### config.mk
export PLATFORM = sky130hd
export DESIGN_NAME = keccak_pad_stream_flat
export DESIGN_NICKNAME = d
export VERILOG_FILES = /design/src/rtl/keccak_pad_stream_if.sv /design/src/rtl/keccak_pad_stream.sv /design/src/flat_wrapper.sv
export SDC_FILE = /design/constraint.sdc
export NUM_CORES = 2
export LEC_CHECK = 0
export ABC_AREA = 1
export BUFFER_PORTS_ARGS = -buffer_cell sky130_fd_sc_hd__clkbuf_2
export CORE_AREA = 2 2 451 453
export CTS_BUF_LIST = sky130_fd_sc_hd__clkbuf_2 sky130_fd_sc_hd__clkbuf_4 sky130_fd_sc_hd__clkbuf_8
export DETAILED_ROUTE_END_ITERATION = 8
export DIE_AREA = 0 0 453 455
export PLACE_DENSITY = 0.55
export SLEW_MARGIN = 20
export SYNTH_ARGS = -nofsm -noshare
export SYNTH_HDL_FRONTEND = slang
export SYNTH_SLANG_ARGS = --single-unit
### constraint.sdc
create_clock -name clk -period 40.5 [get_ports clk]
set_input_delay 4.05 -clock clk [delete_from_list [all_inputs] [get_ports clk]]
set_output_delay 4.05 -clock clk [all_outputs]
set_load 0.05 [all_outputs]
### src/rtl/keccak_pad_stream_if.sv
`default_nettype none
`timescale 1ns/1ps
// +----------------------------------------------------------------------------+
// | Module   : keccak_pad_stream_if                                            |
// | Purpose  : Beat-in / padded-block-out handshake bundle for the padder.     |
// | Revision : 1.0 - initial release                                           |
// +----------------------------------------------------------------------------+
interface keccak_pad_stream_if #(
    parameter int RATE = 1088,
    parameter int W    = 64
);
    logic                   in_valid;
    logic                   in_ready;
    logic [W-1:0]           in_data;
    logic [$clog2(W+1)-1:0] in_bits;
    logic                   in_last;
    logic                   out_valid;
    logic                   out_ready;
    logic [RATE-1:0]        out_block;
    logic                   out_last;

    modport master (
        output in_valid, in_data, in_bits, in_last, out_ready,
        input  in_ready, out_valid, out_block, out_last
    );

    modport slave (
        input  in_valid, in_data, in_bits, in_last, out_ready,
        output in_ready, out_valid, out_block, out_last
    );
endinterface
`default_nettype wire

### src/rtl/keccak_pad_stream.sv
`default_nettype none
`timescale 1ns/1ps
// +----------------------------------------------------------------------------+
// | Module   : keccak_pad_stream                                               |
// | Purpose  : Streams W-bit beats into RATE-bit blocks, appends domain suffix |
// |            and pad10*1, spilling to a second block when padding overflows.|
// |            Define KPAD_ERR_EN to add the sticky err output.                |
// | Revision : 1.0 - initial release                                           |
// +----------------------------------------------------------------------------+
module keccak_pad_stream #(
    parameter int         RATE       = 1088,
    parameter int         W          = 64,
    parameter int         SUFFIX_LEN = 4,
    parameter logic [7:0] SUFFIX     = 8'b0000_1111
) (
    input  wire logic          clk,
    input  wire logic          rst,
    keccak_pad_stream_if.slave bus
`ifdef KPAD_ERR_EN
    ,
    output logic               err
`endif
);

    localparam int c_PW = $clog2(RATE + 1);
    localparam int c_BW = $clog2(W + 1);
    localparam int c_SW = $clog2(SUFFIX_LEN + 2);

    localparam logic [c_PW-1:0] c_RATE_P = c_PW'(RATE);
    localparam logic [c_PW-1:0] c_LIM    = c_PW'(SUFFIX_LEN + 1);
    localparam logic [c_BW-1:0] c_W_B    = c_BW'(W);

    // SUFFIX||1 left-justified in a block-wide vector; shifting it positions or consumes pad bits
    function automatic logic [RATE-1:0] pad_top();
        logic [RATE-1:0] v;
        v = '0;
        for (int i = 0; i < SUFFIX_LEN; i++) begin
            v[RATE-1-i] = SUFFIX[SUFFIX_LEN-1-i];
        end
        v[RATE-1-SUFFIX_LEN] = 1'b1;
        return v;
    endfunction

    localparam logic [RATE-1:0] c_PAD_TOP = pad_top();

    typedef enum logic [1:0] {
        S_FILL       = 2'd0,
        S_EMIT       = 2'd1,
        S_EMIT_SPILL = 2'd2
    } state_t;

    state_t            state_q, state_d;
    logic [RATE-1:0]   buf_q, buf_d;
    logic [c_PW-1:0]   ptr_q, ptr_d;
    logic              last_q, last_d;
    logic              spill_q, spill_d;
    logic [c_SW-1:0]   spill_n_q, spill_n_d;

    logic              w_take;
    logic [c_BW-1:0]   w_nbits;
    logic [W-1:0]      w_mask;
    logic [RATE-1:0]   w_beat;
    logic [RATE-1:0]   w_msg_buf;
    logic [c_PW-1:0]   w_ptr_new;
    logic [c_PW-1:0]   w_free;

    assign bus.in_ready  = (state_q == S_FILL) && !rst;
    assign bus.out_valid = (state_q != S_FILL);
    assign bus.out_block = buf_q;
    assign bus.out_last  = last_q;

    assign w_take    = bus.in_valid && (state_q == S_FILL);
    assign w_nbits   = !bus.in_last ? c_W_B :
                       ((bus.in_bits > c_W_B) ? c_W_B : bus.in_bits);
    assign w_mask    = ~({W{1'b1}} >> w_nbits);
    assign w_beat    = RATE'(bus.in_data & w_mask) << (RATE - W);
    assign w_msg_buf = buf_q | (w_beat >> ptr_q);
    assign w_ptr_new = ptr_q + c_PW'(w_nbits);
    assign w_free    = c_RATE_P - w_ptr_new;

    always_comb begin
        state_d   = state_q;
        buf_d     = buf_q;
        ptr_d     = ptr_q;
        last_d    = last_q;
        spill_d   = spill_q;
        spill_n_d = spill_n_q;

        case (state_q)
            S_FILL: begin
                if (w_take) begin
                    buf_d = w_msg_buf;
                    ptr_d = w_ptr_new;
                    if (bus.in_last) begin
                        // Bits of SUFFIX||1 past bit [0] fall off the shift and go to the spill block
                        buf_d   = w_msg_buf | (c_PAD_TOP >> w_ptr_new);
                        state_d = S_EMIT;
                        if (w_free > c_LIM) begin
                            buf_d[0] = 1'b1;
                            last_d   = 1'b1;
                            spill_d  = 1'b0;
                        end else begin
                            last_d    = 1'b0;
                            spill_d   = 1'b1;
                            spill_n_d = c_SW'(w_free);
                        end
                    end else if (w_ptr_new == c_RATE_P) begin
                        last_d  = 1'b0;
                        state_d = S_EMIT;
                    end
                end
            end

            S_EMIT: begin
                if (bus.out_ready) begin
                    if (spill_q) begin
                        buf_d   = (c_PAD_TOP << spill_n_q) | RATE'(1);
                        last_d  = 1'b1;
                        spill_d = 1'b0;
                        state_d = S_EMIT_SPILL;
                    end else begin
                        buf_d   = '0;
                        ptr_d   = '0;
                        last_d  = 1'b0;
                        state_d = S_FILL;
                    end
                end
            end

            S_EMIT_SPILL: begin
                if (bus.out_ready) begin
                    buf_d   = '0;
                    ptr_d   = '0;
                    last_d  = 1'b0;
                    state_d = S_FILL;
                end
            end

            default: begin
                state_d = S_FILL;
            end
        endcase
    end

    always_ff @(posedge clk or posedge rst) begin
        if (rst) begin
            state_q   <= S_FILL;
            buf_q     <= '0;
            ptr_q     <= '0;
            last_q    <= 1'b0;
            spill_q   <= 1'b0;
            spill_n_q <= '0;
        end else begin
            state_q   <= state_d;
            buf_q     <= buf_d;
            ptr_q     <= ptr_d;
            last_q    <= last_d;
            spill_q   <= spill_d;
            spill_n_q <= spill_n_d;
        end
    end

`ifdef KPAD_ERR_EN
    logic err_q;

    always_ff @(posedge clk or posedge rst) begin
        if (rst) begin
            err_q <= 1'b0;
        end else if (w_take && !bus.in_last && (bus.in_bits != c_W_B)) begin
            err_q <= 1'b1;
        end
    end

    assign err = err_q;
`else
    // Short non-last beats are silently widened to W bits.
`endif

endmodule
`default_nettype wire
### src/flat_wrapper.sv
// flat-port wrapper written by rule: the top's interface ports become plain ports
module keccak_pad_stream_flat 
#(
    parameter int         RATE       = 1088,
    parameter int         W          = 64,
    parameter int         SUFFIX_LEN = 4,
    parameter logic [7:0] SUFFIX     = 8'b0000_1111
)
  (clk, rst, bus_in_valid, bus_in_data, bus_in_bits, bus_in_last, bus_out_ready, bus_in_ready, bus_out_valid, bus_out_block, bus_out_last);
  keccak_pad_stream_if #(.RATE(RATE), .W(W)) bus_i ();
  input  wire logic clk;
  input  wire logic rst;
  input wire logic [$bits(bus_i.in_valid)-1:0] bus_in_valid;
  input wire logic [$bits(bus_i.in_data)-1:0] bus_in_data;
  input wire logic [$bits(bus_i.in_bits)-1:0] bus_in_bits;
  input wire logic [$bits(bus_i.in_last)-1:0] bus_in_last;
  input wire logic [$bits(bus_i.out_ready)-1:0] bus_out_ready;
  output wire logic [$bits(bus_i.in_ready)-1:0] bus_in_ready;
  output wire logic [$bits(bus_i.out_valid)-1:0] bus_out_valid;
  output wire logic [$bits(bus_i.out_block)-1:0] bus_out_block;
  output wire logic [$bits(bus_i.out_last)-1:0] bus_out_last;
  assign bus_i.in_valid = bus_in_valid;
  assign bus_i.in_data = bus_in_data;
  assign bus_i.in_bits = bus_in_bits;
  assign bus_i.in_last = bus_in_last;
  assign bus_i.out_ready = bus_out_ready;
  assign bus_in_ready = bus_i.in_ready;
  assign bus_out_valid = bus_i.out_valid;
  assign bus_out_block = bus_i.out_block;
  assign bus_out_last = bus_i.out_last;
  keccak_pad_stream #(.RATE(RATE), .W(W), .SUFFIX_LEN(SUFFIX_LEN), .SUFFIX(SUFFIX)) u_core (.clk(clk), .rst(rst), .bus(bus_i));
endmodule
* After elaboration in Yosys (flattened, before gate mapping)
Cells that the tools add are included. Widths: inputs -> output; s select.
Storage, ports and cells: input bits 76, output and inout bits 1091, word-level logic and storage cells 74, register bits after elaboration 1106
Operators by class: reduce and logical (&&, ||, !) cells 13, shift operators 4, eq/ne operators 9, multiplexer cells 33, $lt $le $gt $ge 2, add/subtract/negate cells 2, bitwise gates (word level) 5
Operators by type and width (number):
- $mux 1088 | 5
- $pmux 1088 s3 | 1
- $or 1088x1088->1088 | 2
- $shl 1088x3->1088 const A | 1
- $shr 1088x11->1088 | 1
- $shr 1088x11->1088 const A | 1
- $and 64x64->64 | 1
- $not 64->64 | 1
- $shr 64x7->64 const A | 1
- $mux 11 | 4
- $pmux 11 s3 | 1
- $reduce_and 4->1 | 4
- $mux 7 | 2
- $mux 2 | 6
- $add 11x7->11 | 1
- $eq 11x11->1 const B | 1
- $gt 11x3->1 const B | 1
- $mux 1 | 11
- $sub 11x11->11 const A | 1
- $reduce_and 5->1 | 2
- $ne 2x2->1 const B | 4
- $gt 7x7->1 const B | 1
- $pmux 2 s3 | 1
- $reduce_bool 2->1 | 2
- 11 further kinds | 12

* Logic depth before layout (Yosys ltp)
depth after elaboration 13, depth in mapped cells 29, mapped depth without buffers 27

* Least setup slack after synthesis
Ideal clock, no wire load.
path type input-to-output, start input rst, end output bus_in_ready, slack 31.746 ns, path buffers 0, data arrival time 4.704 ns, stages 1, cells stage by stage nor2_1
On the way: word-level cells in the longest chain between the ends 2
Ends and longest elaborated chain:
- start: declaration | RTL line flat_wrapper.sv:12 | input wire logic rst;
- $logic_not 1->1 | RTL line keccak_pad_stream.sv:67 | assign bus.in_ready = (state_q == S_FILL) && !rst;
- $logic_and 1x1->1 | RTL line keccak_pad_stream.sv:67
- end: declaration | RTL line flat_wrapper.sv:18 | output wire logic [$bits(bus_i.in_ready)-1:0] bus_in_ready;
Every way passes these cells.

* Worst setup path after layout
start input bus_in_last, end register u_core.buf_q[928], in the netlist u_core.bus.out_block[928]
On the way: word-level cells in the longest chain between the ends 10, elaborated cells on any way between the ends 12, classes of those cells add/sub: 1; shift: 3; mux: 4; bitwise: 4
Ends and longest elaborated chain:
- start: declaration | RTL line flat_wrapper.sv:16 | input wire logic [$bits(bus_i.in_last)-1:0] bus_in_last;
- $mux 7 | RTL line keccak_pad_stream.sv:73 | assign w_nbits = !bus.in_last ? c_W_B :
- $shr 64x7->64 | RTL line keccak_pad_stream.sv:75 | assign w_mask = ~({W{1'b1}} >> w_nbits);
- $not 64->64 | RTL line keccak_pad_stream.sv:75
- $and 64x64->64 | RTL line keccak_pad_stream.sv:76 | assign w_beat = RATE'(bus.in_data & w_mask) << (RATE - W);
- $shr 1088x11->1088 | RTL line keccak_pad_stream.sv:77 | assign w_msg_buf = buf_q | (w_beat >> ptr_q);
- $or 1088x1088->1088 | RTL line keccak_pad_stream.sv:77
- $or 1088x1088->1088 | RTL line keccak_pad_stream.sv:96 | buf_d = w_msg_buf | (c_PAD_TOP >> w_ptr_new);
- $mux 1088 * | RTL line keccak_pad_stream.sv:94 | if (bus.in_last) begin
- $mux 1088 * | RTL line keccak_pad_stream.sv:91 | if (w_take) begin
- $pmux 1088 s3 * | RTL line keccak_pad_stream.sv:89 | case (state_q)
- end signal: assignment | RTL line keccak_pad_stream.sv:155 | buf_q <= buf_d;
- end: declaration | RTL line keccak_pad_stream.sv:53 | logic [RATE-1:0] buf_q, buf_d;
Every way passes the cells marked *; elsewhere a longest branch is shown, timed or not. The select of a mux whose other input is x is not followed. A chain may end at the register's enable or synchronous reset.

==> summary.txt <==
Yosys
  – Yosys reg bits: 1106
  – EDFF count, synth: 0
  – Syn Inst Count: 11700
  – Unique masters post-synth: 47
  – Post-synthesis sequential area ratio: between 30% and 40%
  – Post-synthesis cell area: about 74000 µm²
  – Area leader, netlist: dfrtp_1
  – Number of synthesis warnings: 0
  – Top post-synthesis cells by area: dfrtp_1, nand2_1, nand3_1
  – Average size of a mapped cell: 6.37 µm²
  – Post-Syn Nets: 11800
  – Synth top area share: between 30% and 40%
  – Main synth FF type: dfrtp_1
  – Async SR Flop Fraction: between 90% and 100%

Status
  – Status: completed

Route
  – 1st-pass router iterations: 6
  – Vias: roughly 93000
  – DRC: 0
  – DRT antenna net count: 0
  – Post-DR vias/cell: 6.18
  – Drt wl/cell: 32.5 µm
  – DR iter-0 viols: 14500
  – Final wirelength: 490000 µm

Global routing
  – Largest net degree at the start of global routing: between 200 and 250
  – Congestion Overflow GR: 0
  – Total GRT Usage: 45.5%
  – First-pass GRT wire length: 674000 µm
  – Initial antenna violation count: 25
  – Number of global-route vias before repair: roughly 83000

Run
  – Max cap viols: 0

Timing
  – Setup TNS: 0 ns
  – Final setup viols: 0
  – RSZ-0062 raised after global routing: false
  – Tmin final: 10.22 ns
  – Fin crit share: 25.2%
  – Fmax achieved: 97.8 MHz
  – Final hold violations: 0
  – Worst slew pin tran: roughly 1.3 ns
  – Skew final: 0.0634 ns
  – Relative slew slack: between 10% and 20%
  – Max-slew violation count: 0

Power and ir drop
  – Leakage: approximately 48 nW
  – Power density cells: 83.2 nW/µm²
  – Peak VDD IR: 0.0685 mV

Final layout
  – P&R area growth vs syn: 15.0%
  – Layout net count: approximately 12000
  – Fin util: 42.5%
  – Fraction of layout cells with a size suffix above 1: 14.7%

Floorplanning
  – Row cnt: roughly 170
  – I/O Pins: between 1000 and 1500
  – Total die area: 206000 µm²
  – Initial Utilization: ~37%
  – Core Area: 201000 µm²
  – Die Ht: 455 µm
  – Die Width: 453 µm

Worst setup path
  – CP arrival: 11.18 ns
  – CP Capture Type: register
  – WS Path Type: primary input to register
  – Flop-to-flop setup slack: 33.12 ns
  – WP data required: around 41 ns
  – Startpoint types: primary input
  – Crit Path Max Fanout: 122

Min path
  – Hold WC Path Type: register to register

Placement
  – Final GP Congestion: 1.05
  – HPWL after DPL: 346000 µm
  – PortBufs: 1166

Clock network
  – Cts-stage hold buffer count: 0
  – CTS tree: done
  – Clock Sinks: between 1000 and 1500
  – Post-cts gate resize count: 0
  – Clk_lat worst skew: 1.08 ns
  – H-tree levels: 4
  – CTS buffer count: 211
  – Deepest clock path buffer count: 3
  – Setup bufs post-CTS: 0
  – CTS root buf: clkbuf_8
  – CTS clock-pin slew for the worst setup and hold paths: 0.06 ns
[layer usage]
| layer | vias up | GRT usage [%] | part of all wire (%) |
|---|---|---|---|
| met2 | 6205 | 64.0 | 41 |
| li1 | 40200 | - | - |
| met3 | 1355 | 14.2 | 12 |
| met5 | - | 0 | 0.038 |
| met1 | 45200 | 58.1 | 38 |
| met4 | 28 | 34.5 | 9.2 |
[synthesized netlist by cell type (all sizes together), types with 8 or more instances]
library cell	number
nand2	4759
o211ai	12
nand4	905
buf	327
o21bai	19
nand3	1349
a211oi	8
o21ai	125
nor2	740
dfrtp	1106
o22ai	20
a31oi	81
inv	287
a21oi	1020
ha	13
clkbuf	646
nor3	235
[worst max-delay path, stage by stage]
cell      delay (ns)
clkbuf_2        0.51
nand2_1         0.14
inv_1           0.20
nand3_1         0.45
nand2_1         0.24
inv_1           0.06
ha_1            0.17
inv_1           0.05
nand2_1         0.08
nand3_2         0.17
nand2_4         0.09
nand3_2         0.07
nand2_2         0.10
nand3_1         0.10
nand2_1         0.09
nor2_2          0.23
nand2_4         0.25
inv_8           0.54
buf_4           1.02
buf_4           0.89
buf_4           0.85
a21oi_1         0.16
nand2_1         0.11
nand2_1         0.05
nand2_1         0.10
[where the power goes]
part,internal [mW],switching [mW]
Combinational,0.673,3.74
Clock,0.694,0.564
Sequential,1.26,0.195
Total,2.62,4.50
[layout by cell type (no fill, tap or decap), types with 83 or more instances in the layout]
cell type and count:
nand2_1 4732, nand3_1 1345, clkbuf_2 1166, dfrtp_1 1098, a21oi_1 1017, nand4_1 905
nor2_1 708, clkbuf_8 273, inv_1 250, nor3_1 218, buf_4 114, clkbuf_4 88
o21ai_0 83
[logic make-up after synthesis]
kind of cell / share of synthesized area (%)
xor gates and xnor gates: 0.0370
DFF: 37.2
muxes: 0.0134
buffers and inverters: 7.00
adders and majority gates: 0.218
and+or+nand+nor: 46.4
AOI/OAI and AO/OA: 9.14
[flip-flops by register name, indices dropped and copies added (netlist names)]
| name | count |
|---|---|
| u_core.bus.out_last | 1 |
| u_core.bus.out_block | 1088 |
| u_core.spill_n_q | 3 |
| u_core.ptr_q | 11 |
| u_core.state_q | 2 |
| u_core.spill_q | 1 |
[worst paths after layout]
check                                          startpoint                         to  cells past startpoint
worst min register to register  u_core.bus.out_block[820]  u_core.bus.out_block[820]                      2
max in group asynchronous                             rst  u_core.bus.out_block[387]                      7
worst max register to register            u_core.ptr_q[3]  u_core.bus.out_block[928]                     19
worst max-delay path                          bus_in_last  u_core.bus.out_block[928]                     25
min in group asynchronous                             rst  u_core.bus.out_block[839]                      2
worst min-delay path            u_core.bus.out_block[820]  u_core.bus.out_block[820]                      2
[final cells by class]
class                   instances  area (µm²)
fillers                     21400      116000
repair buffers               1301        7120
inverters                     291        1150
diodes                         10        25.0
flip-flops and latches       1106       27700
well taps                    2672        3340
clock buffers                 361        4420
multi-input cells            9310       41700
clock inverters                19         209
[per-stage QoR]
stage                     cells  area (µm²)  worst slack, ns  hold slack (ns)  power [mW]
after global placement    14700       80800            29.62            0.485        5.66
final                     15100       85600            30.28            0.503        7.12
after CTS                 15100       85500            30.59            0.503        6.92
after global routing      15100       85600            30.15            0.518        7.25
after detailed placement  14700       80900            29.50            0.487        5.67
after floorplan           11700       74400             5.31            0.473        3.83
Power figures use the tool's default switching activity.
